## src/rtl/mem_lsu_if.sv

```systemverilog
// Data-bus bundle between the load/store unit (master) and the data memory (slave).
// The LSU issues registered req/addr/sel/wdata; the memory answers with a one-cycle ack carrying rdata.
interface mem_lsu_if #(
  parameter int ADDR_W = 32,
  parameter int DATA_W = 32
);
  logic                  dbus_req;
  logic                  dbus_we;
  logic [ADDR_W-1:0]     dbus_addr;
  logic [DATA_W/8-1:0]   dbus_sel;
  logic [DATA_W-1:0]     dbus_wdata;
  logic [DATA_W-1:0]     dbus_rdata;
  logic                  dbus_ack;

  modport master (
    output dbus_req, dbus_we, dbus_addr, dbus_sel, dbus_wdata,
    input  dbus_rdata, dbus_ack
  );

  modport slave (
    input  dbus_req, dbus_we, dbus_addr, dbus_sel, dbus_wdata,
    output dbus_rdata, dbus_ack
  );
endinterface

```

## src/rtl/mem_lsu.sv

```systemverilog
// Memory-stage load/store unit: runs a req/ack data-bus access for EX/MEM memory ops,
// stalls the pipeline while it is in flight and hands aligned, extended results to MEM/WB.
module mem_lsu #(
  parameter int ADDR_W = 32,
  parameter int DATA_W = 32
) (
  input  logic              clk,
  input  logic              reset,
  input  logic [5:0]        stall,
  input  logic [4:0]        mem_wd,
  input  logic              mem_wreg,
  input  logic [DATA_W-1:0] mem_wdata,
  input  logic [7:0]        mem_aluop,
  input  logic [ADDR_W-1:0] mem_mem_addr,
  input  logic [DATA_W-1:0] mem_reg2,
  output logic [4:0]        wb_wd,
  output logic              wb_wreg,
  output logic [DATA_W-1:0] wb_wdata,
  output logic              stallreq_mem,
  output logic              addr_err,
  mem_lsu_if.master         dbus
);

  localparam logic [7:0] OP_LB  = 8'hE0;
  localparam logic [7:0] OP_LH  = 8'hE1;
  localparam logic [7:0] OP_LW  = 8'hE3;
  localparam logic [7:0] OP_LBU = 8'hE4;
  localparam logic [7:0] OP_LHU = 8'hE5;
  localparam logic [7:0] OP_SB  = 8'hE8;
  localparam logic [7:0] OP_SH  = 8'hE9;
  localparam logic [7:0] OP_SW  = 8'hEB;

  typedef enum logic [1:0] {IDLE, BUSY, DONE} state_t;

  state_t            state_q, state_d;
  logic [DATA_W-1:0] rdata_q;

  logic              is_byte, is_half, is_word, is_load, is_store;
  logic              misaligned, mem_go;
  logic [3:0]        sel_d;
  logic [DATA_W-1:0] wdata_d;
  logic [7:0]        lane_byte;
  logic [15:0]       lane_half;
  logic [DATA_W-1:0] load_data;
  logic              unused_stall_bits;

  assign unused_stall_bits = ^{stall[5], stall[3:0]};

  assign is_byte  = mem_aluop inside {OP_LB, OP_LBU, OP_SB};
  assign is_half  = mem_aluop inside {OP_LH, OP_LHU, OP_SH};
  assign is_word  = mem_aluop inside {OP_LW, OP_SW};
  assign is_load  = mem_aluop inside {OP_LB, OP_LH, OP_LW, OP_LBU, OP_LHU};
  assign is_store = mem_aluop inside {OP_SB, OP_SH, OP_SW};

  assign misaligned = (is_half & mem_mem_addr[0]) | (is_word & (mem_mem_addr[1:0] != 2'b00));
  assign mem_go     = (is_load | is_store) & ~misaligned;
  assign addr_err   = misaligned;

  // Big-endian lane enables and store-data replication for the request about to be issued.
  always_comb begin
    sel_d   = 4'b0000;
    wdata_d = mem_reg2;
    if (is_byte) begin
      wdata_d = {4{mem_reg2[7:0]}};
      case (mem_mem_addr[1:0])
        2'd0:    sel_d = 4'b1000;
        2'd1:    sel_d = 4'b0100;
        2'd2:    sel_d = 4'b0010;
        default: sel_d = 4'b0001;
      endcase
    end else if (is_half) begin
      wdata_d = {2{mem_reg2[15:0]}};
      sel_d   = mem_mem_addr[1] ? 4'b0011 : 4'b1100;
    end else if (is_word) begin
      sel_d = 4'b1111;
    end
  end

  // Pick the addressed lane(s) out of the captured read word and extend them.
  always_comb begin
    case (mem_mem_addr[1:0])
      2'd0:    lane_byte = rdata_q[31:24];
      2'd1:    lane_byte = rdata_q[23:16];
      2'd2:    lane_byte = rdata_q[15:8];
      default: lane_byte = rdata_q[7:0];
    endcase
    lane_half = mem_mem_addr[1] ? rdata_q[15:0] : rdata_q[31:16];
    case (mem_aluop)
      OP_LB:   load_data = {{24{lane_byte[7]}}, lane_byte};
      OP_LBU:  load_data = {24'h0, lane_byte};
      OP_LH:   load_data = {{16{lane_half[15]}}, lane_half};
      OP_LHU:  load_data = {16'h0, lane_half};
      default: load_data = rdata_q;
    endcase
  end

  always_comb begin
    state_d      = state_q;
    stallreq_mem = 1'b0;
    wb_wd        = mem_wd;
    wb_wreg      = mem_wreg;
    wb_wdata     = mem_wdata;
    unique case (state_q)
      IDLE: begin
        if (misaligned) begin
          wb_wreg = 1'b0;
        end else if (mem_go) begin
          stallreq_mem = 1'b1;
          wb_wreg      = 1'b0;
          state_d      = BUSY;
        end
      end
      BUSY: begin
        stallreq_mem = 1'b1;
        wb_wreg      = 1'b0;
        if (dbus.dbus_ack) state_d = DONE;
      end
      DONE: begin
        if (is_load) wb_wdata = load_data;
        if (!stall[4]) state_d = IDLE;
      end
      default: state_d = IDLE;
    endcase
  end

  // Bus outputs are registered: loaded on leaving IDLE, dropped on the ack edge.
  always_ff @(posedge clk or negedge reset) begin
    if (!reset) begin
      state_q         <= IDLE;
      rdata_q         <= '0;
      dbus.dbus_req   <= 1'b0;
      dbus.dbus_we    <= 1'b0;
      dbus.dbus_addr  <= '0;
      dbus.dbus_sel   <= '0;
      dbus.dbus_wdata <= '0;
    end else begin
      state_q <= state_d;
      if (state_q == IDLE && mem_go) begin
        dbus.dbus_req   <= 1'b1;
        dbus.dbus_we    <= is_store;
        dbus.dbus_addr  <= {mem_mem_addr[ADDR_W-1:2], 2'b00};
        dbus.dbus_sel   <= sel_d;
        dbus.dbus_wdata <= wdata_d;
      end else if (state_q == BUSY && dbus.dbus_ack) begin
        rdata_q       <= dbus.dbus_rdata;
        dbus.dbus_req <= 1'b0;
        dbus.dbus_we  <= 1'b0;
        dbus.dbus_sel <= '0;
      end
    end
  end

endmodule
```

## src/flat_wrapper.sv

```systemverilog
// flat-port wrapper written by rule: the top's interface ports become plain ports
module mem_lsu_flat 
#(
  parameter int ADDR_W = 32,
  parameter int DATA_W = 32
)
  (clk, reset, stall, mem_wd, mem_wreg, mem_wdata, mem_aluop, mem_mem_addr, mem_reg2, wb_wd, wb_wreg, wb_wdata, stallreq_mem, addr_err, dbus_dbus_req, dbus_dbus_we, dbus_dbus_addr, dbus_dbus_sel, dbus_dbus_wdata, dbus_dbus_rdata, dbus_dbus_ack);
  mem_lsu_if #(.ADDR_W(ADDR_W), .DATA_W(DATA_W)) dbus_i ();
  input  logic clk;
  input  logic reset;
  input  logic [5:0] stall;
  input  logic [4:0] mem_wd;
  input  logic mem_wreg;
  input  logic [DATA_W-1:0] mem_wdata;
  input  logic [7:0] mem_aluop;
  input  logic [ADDR_W-1:0] mem_mem_addr;
  input  logic [DATA_W-1:0] mem_reg2;
  output logic [4:0] wb_wd;
  output logic wb_wreg;
  output logic [DATA_W-1:0] wb_wdata;
  output logic stallreq_mem;
  output logic addr_err;
  output wire logic [$bits(dbus_i.dbus_req)-1:0] dbus_dbus_req;
  output wire logic [$bits(dbus_i.dbus_we)-1:0] dbus_dbus_we;
  output wire logic [$bits(dbus_i.dbus_addr)-1:0] dbus_dbus_addr;
  output wire logic [$bits(dbus_i.dbus_sel)-1:0] dbus_dbus_sel;
  output wire logic [$bits(dbus_i.dbus_wdata)-1:0] dbus_dbus_wdata;
  input wire logic [$bits(dbus_i.dbus_rdata)-1:0] dbus_dbus_rdata;
  input wire logic [$bits(dbus_i.dbus_ack)-1:0] dbus_dbus_ack;
  assign dbus_dbus_req = dbus_i.dbus_req;
  assign dbus_dbus_we = dbus_i.dbus_we;
  assign dbus_dbus_addr = dbus_i.dbus_addr;
  assign dbus_dbus_sel = dbus_i.dbus_sel;
  assign dbus_dbus_wdata = dbus_i.dbus_wdata;
  assign dbus_i.dbus_rdata = dbus_dbus_rdata;
  assign dbus_i.dbus_ack = dbus_dbus_ack;
  mem_lsu #(.ADDR_W(ADDR_W), .DATA_W(DATA_W)) u_core (.clk(clk), .reset(reset), .stall(stall), .mem_wd(mem_wd), .mem_wreg(mem_wreg), .mem_wdata(mem_wdata), .mem_aluop(mem_aluop), .mem_mem_addr(mem_mem_addr), .mem_reg2(mem_reg2), .wb_wd(wb_wd), .wb_wreg(wb_wreg), .wb_wdata(wb_wdata), .stallreq_mem(stallreq_mem), .addr_err(addr_err), .dbus(dbus_i));
endmodule
```

## config.mk

```make
export PLATFORM = sky130hd
export DESIGN_NAME = mem_lsu_flat
export DESIGN_NICKNAME = d
export VERILOG_FILES = /design/src/rtl/mem_lsu_if.sv /design/src/rtl/mem_lsu.sv /design/src/flat_wrapper.sv
export SDC_FILE = /design/constraint.sdc
export NUM_CORES = 1
export LEC_CHECK = 0
export ABC_AREA = 1
export CAP_MARGIN = 20
export CORE_ASPECT_RATIO = 1.75
export CORE_UTILIZATION = 38
export CTS_CLUSTER_SIZE = 10
export DETAILED_ROUTE_END_ITERATION = 16
export PLACE_DENSITY = 0.82
export SYNTH_ARGS = -nofsm -noshare
export SYNTH_HDL_FRONTEND = slang
export SYNTH_SLANG_ARGS = --single-unit
```

## constraint.sdc

```tcl
create_clock -name clk -period 1.5 [get_ports clk]
set_clock_uncertainty 0.2 [all_clocks]
set_input_delay 0.15 -clock clk [delete_from_list [all_inputs] [get_ports clk]]
set_output_delay 0.15 -clock clk [all_outputs]
set_load 0.05 [all_outputs]
```

Yosys cells after proc, flatten, opt, wreduce, memory -nomap -nowiden

Cells that the tools add are included.
W data, S select, Z words.

Register bits: 102
Input bits: 151
Output and inout bits: 110
Word-level logic and storage cells: 71

Eq/ne operators: 16
Multiplexer cells: 28
Bitwise logic cells: 7
Reduce and logical (&&, ||, !) cells: 13

Operators with widths:

| cell                 | number |
|---|---|
| $mux W32             | 4 |
| $pmux W32 S4         | 1 |
| $eq A8 B8 Y1 const B | 8 |
| $mux W4              | 6 |
| $pmux W8 S3          | 1 |
| $mux W16             | 1 |
| $pmux W4 S3          | 1 |
| $reduce_bool A3 Y1   | 3 |
| $mux W2              | 4 |
| $mux W1              | 7 |
| $ne A2 B2 Y1 const B | 3 |
| $pmux W2 S3          | 1 |
| $reduce_bool A2 Y1   | 3 |
| $reduce_bool A5 Y1   | 1 |
| $eq A2 B1 Y1 const B | 2 |
| $eq A2 B2 Y1 const B | 2 |
| $logic_not A2 Y1     | 2 |
| $pmux W1 S2          | 2 |
| $reduce_and A4 Y1    | 1 |
| $and A1 B1 Y1        | 3 |
| $logic_and A1 B1 Y1  | 2 |
| $ne A2 B1 Y1 const B | 1 |
| $not A1 Y1           | 2 |
| $or A1 B1 Y1         | 2 |
| $reduce_and A2 Y1    | 1 |

Logic depth before layout (Yosys ltp)

Depth after elaboration: 9
Gate-level depth with buffers: 12
Depth with buffers taken out: 10

Worst setup path after synthesis

No wires, ideal clock.

Path kind: input to output
Start: in mem_mem_addr[0]
End: out wb_wreg
Arrival time: 2.073 ns
Data required time: 1.150 ns
Slack: -0.923 ns
Cell stages on the path: 8
Buffers on the path: 2
Cells stage by stage: clkbuf_1 -> inv_1 -> nand2_1 -> nand2_2 -> nand3_2 -> buf_4 -> nand2_1 -> nor2_1

Longest elaborated chain between the ends: 8
Elaborated cells on any way between the ends: 9
Classes of those cells: 3 x mux; 5 x bitwise; 1 x reduce/logical

RTL lines:

| element            | line               | RTL |
|---|---|---|
| start: declaration | flat_wrapper.sv:16 | `input logic [ADDR_W-1:0] mem_mem_addr;` |
| $reduce_bool A2 Y1 | mem_lsu.sv:55      | `assign misaligned = (is_half & mem_mem_addr[0]) \| (is_word & (mem_mem_addr[1:0] != 2'b00));` |
| $and A1 B1 Y1      | mem_lsu.sv:55      |  |
| $or A1 B1 Y1 (*)   | mem_lsu.sv:55      |  |
| $not A1 Y1         | mem_lsu.sv:56      | `assign mem_go = (is_load \| is_store) & ~misaligned;` |
| $and A1 B1 Y1      | mem_lsu.sv:56      |  |
| $mux W1            | mem_lsu.sv:107     | `end else if (mem_go) begin` |
| $mux W1 (*)        | mem_lsu.sv:105     | `if (misaligned) begin` |
| $pmux W1 S2 (*)    | mem_lsu.sv:103     | `unique case (state_q)` |
| end: declaration   | flat_wrapper.sv:19 | `output logic wb_wreg;` |

Every way passes the cells marked *; elsewhere a longest branch is shown, timed or not.

Final worst setup path

Start: reg u_core.rdata_q[18]
End: out wb_wdata[2]

Longest elaborated chain between the ends: 4
Elaborated cells on any way between the ends: 5
Classes of those cells: 5 x mux

RTL lines:

| element                                 | line                         | RTL |
|---|---|---|
| start: declaration                      | mem_lsu.sv:36                | `logic [DATA_W-1:0] rdata_q;` |
| start signal: assignment                | mem_lsu.sv:145               | `rdata_q <= dbus.dbus_rdata;` |
| $pmux W8 S3 or $mux W16 (tied branches) | mem_lsu.sv:81, mem_lsu.sv:87 |  |
| $pmux W32 S4 (*)                        | mem_lsu.sv:88                | `case (mem_aluop)` |
| $mux W32 (*)                            | mem_lsu.sv:119               | `if (is_load) wb_wdata = load_data;` |
| $mux W32 (*)                            | mem_lsu.sv:103               |  |
| end: declaration                        | flat_wrapper.sv:20           | `output logic [DATA_W-1:0] wb_wdata;` |

Marked as above.

==> metrics.md <==
| Metric | Value |
|---|---|
| DRC viols | `0` |
| Final Hold Viols | `0` |
| Slew margin rel. | `58.1%` |
| YS warnings | `0` |
| Unique masters post-synth | `24` |
| Reg clk slew, reported paths | `0.08 ns` |
| Pint | `8870 uW` |
| Initial core utilization | `38.7%` |
| Violated checks | `setup timing` |
| Flop pwr share | `29.5%` |
| GRT Resource Usage Total | `34.1%` |
| Final setup fails | `137` |
| Root Buffer | `clkbuf_16` |
| Largest net degree at the start of global routing | `54` |
| Logic pwr share | `55.2%` |
| Final slew viol count | `0` |
| Layout area overhead | `131%` |
| First-pass GRT wire length | `39300 microns` |
| Min-delay worst type | `in2out` |
| Worst path top cell family by delay | `simple AND/OR/NAND/NOR gates` |
| CP Cell Sequence | `nor2_2 -> o211ai_1 -> nand3_1 -> nand3_1 -> nor2_4 -> nor2_4 -> buf_12` |
| CP required | `1.15 ns` |
| DR top layer | `met4` |
| Die area | `0.0156 sq mm` |
| Fin crit share | `155%` |
| H-tree levels | `3` |
| Sw power | `6810 uW` |
| CP peak stage delay | `0.45 ns` |
| Met3 routed WL | `3170 microns` |
| Met1 Wirelength | `9820 microns` |
| Max stage delay cell, worst path | `dfrtp_1` |
| Floorplan Core Area | `0.0148 sq mm` |
| Post-DP HPWL | `17200 microns` |
| Clock share of power | `15.3%` |
| Die Wd | `94.9 microns` |
| RR Endpoint | `u_core.rdata_q[28]` |
| Pwr dens | `1180 mW/mm^2` |
| Vias | `8228` |
| R2r startpoint | `u_core.state_q[0]` |
| DRT Pass-1 Iters | `7` |
| GRT overflow | `0` |
| Number of cells on the critical path | `7` |
| Buffers on Ports | `243` |
| Routed WL | `34500 microns` |
| Synth area leader | `dfrtp_1` |
| Reg2Reg Depth | `11` |
| Synth top area share | `44.4%` |
| Setup slack after placement | `-1.02 ns` |
| Max cap viols | `0` |
| Die Ht | `165 microns` |
| Peak Freq | `0.430 GHz` |
| WHS Endpoint | `wb_wd[3]` |
| Mean post-synth cell area | `6.78 sq um` |
| Commonest non-fill, non-tap cell in the layout | `nand2_1` |
| I/O pin count | `261` |
| Hold Crit Start | `mem_wd[3]` |
| R2R Setup Slk | `-0.36 ns` |
| Seq/Total Area, Yosys | `44.4%` |
| Commonest non-fill, non-tap cells in the layout | `nand2_1, clkdlybuf4s50_1, buf_12, dfrtp_1, nand2_2` |
| Buf+Inv Stages, Crit Path | `1` |
| Register bit total from synthesis | `102` |
| Cell Rows | `59` |
| Hold depth | `0` |
| CP arrival | `1.98 ns` |
| Worst skew pair latency | `0.35 ns` |
| Clock Sinks | `102` |
| Fill count | `583` |
| CTS tree | `built` |
| Utilization after layout | `89.4%` |
| RSZ-0062 raised after global routing | `yes` |
| CP endpoint kind | `output port` |
| Via density | `5.80` |
| P_leak | `0.00644 uW` |
| Peak supply drop | `1130 uV` |
| DR WL/cell | `24.3 microns` |
| Clock Path Buffers | `2` |
| Initial antenna violation count | `1` |
| Mapped cell area | `0.00574 sq mm` |
| Status | `finished, violations left` |
| Critical path peak fanout | `2` |
| DRT iter0 DRCs | `628` |
| Met2 wire len | `17600 microns` |
| Post-layout net count | `1380` |
| Slew @ Worst Pin | `0.625 ns` |
| Sw Ratio | `43.4%` |
| Mapped Cells | `847` |
| Min Tclk post-route | `2.33 ns` |
| Vias in the first global route | `7613` |
| Synth area leaders | `dfrtp_1, nand2_1, nor2_1` |
| Final WS setup | `-0.825 ns` |
| GP Congestion | `1.02` |
| CTS Buf Count | `9` |
| CP Launch Type | `flip-flop` |
| DRT antenna net count | `0` |
| Share of layout cells above drive strength 1 | `50.1%` |
| CP Class | `reg2out` |
## sequential cells by signal (all words and copies together) (netlist names)
| name | flops |
|---|---|
| u_core.dbus.dbus_req | 1 |
| u_core.dbus.dbus_wdata | 32 |
| u_core.state_q | 2 |
| u_core.dbus.dbus_addr | 30 |
| u_core.dbus.dbus_we | 1 |
| u_core.dbus.dbus_sel | 4 |
| u_core.rdata_q | 32 |
## timing repair
action                                  CTS  global route
setup buffers                            24            26
hold buffers                              1             0
cloned                                   16            18
endpoints found under the setup margin  136           137
pin swaps                                46            69
endpoints found under the hold margin   102             0
resized for setup                       256           287
## synthesized netlist by cell type (all sizes together)
master   number
nand2       388
nor2        115
dfrtp       102
nand3        68
a21oi        12
inv          40
or2           2
conb          1
o21ai        49
a21boi        4
buf          37
nor3          1
o211ai        8
clkbuf       14
nand4         5
o2111ai       1
## cell type report
| class | count | area (sq um) | area share (%) |
|---|---|---|---|
| diodes | 1 | 2.50 | 0.0189 |
| flip-flops and latches | 102 | 2550 | 19.2 |
| clock inverters | 6 | 52.6 | 0.396 |
| repair buffers | 418 | 5630 | 42.5 |
| repair inverters | 3 | 41.3 | 0.311 |
| clock buffers | 10 | 239 | 1.80 |
| well taps | 183 | 229 | 1.73 |
| inverters | 40 | 191 | 1.44 |
| multi-input cells | 655 | 4320 | 32.6 |
## logic make-up after synthesis
logic type / Yosys count / share of synthesized area (%)
flops: 102 / 44.4
other cells: 1 / 0.0653
buf+inv: 91 / 7.95
compound gates: 74 / 7.04
simple gates: 579 / 40.5
## power by group through the flow
stage	combinational [uW]	sequential, uW	clock (uW)
after global placement	7390	4470	0
after floorplan	1660	6020	0
after global routing	8950	4690	2490
final	8660	4630	2400
after detailed placement	7480	4510	0
after CTS	7770	4480	2360
## worst register-to-register path, cell delays in order (launching register included)
cell and delay, ns:
dfrtp_1 0.40, inv_2 0.07, buf_6 0.12, nor2_4 0.10, inv_2 0.05, buf_6 0.11, nor2_4 0.11, buf_12 0.16
buf_12 0.13, clkbuf_16 0.18, nand2_4 0.10, nand2_2 0.08
## per-stage QoR
step / power, uW / hold slack (ns) / TNS [ns] / cell area, sq um / std cells
finish: 15700 / 0.100 / -53.77 / 13300 / 1418
global route: 16100 / 0.100 / -61.03 / 13300 / 1418
CTS: 14600 / 0.101 / -38.04 / 12000 / 1389
detailed placement: 12000 / -0.0160 / -101.18 / 10500 / 1335
global placement: 11900 / -0.0184 / -97.93 / 10500 / 1335
floorplan: 7680 / -0.346 / -6.83 / 6210 / 848
## routing by layer
layer | up-vias | global-route usage, %
met1 | 3866 | 32.1
li1 | 3419 | -
met3 | 280 | 8.06
met2 | 663 | 62.9
met4 | 0 | 23.5
met5 | - | 0
## worst max-delay path by stage
stage,start,to
5_1_grt,mem_mem_addr[1],wb_wdata[16]
4_1_cts,u_core.rdata_q[23],wb_wdata[27]
6_report,u_core.rdata_q[18],wb_wdata[2]
3_3_place_gp,mem_aluop[4],wb_wdata[9]
2_1_floorplan,mem_aluop[4],wb_wdata[21]
3_5_place_dp,mem_aluop[4],wb_wdata[27]
Note: power is estimated with default switching activity, not from simulation.
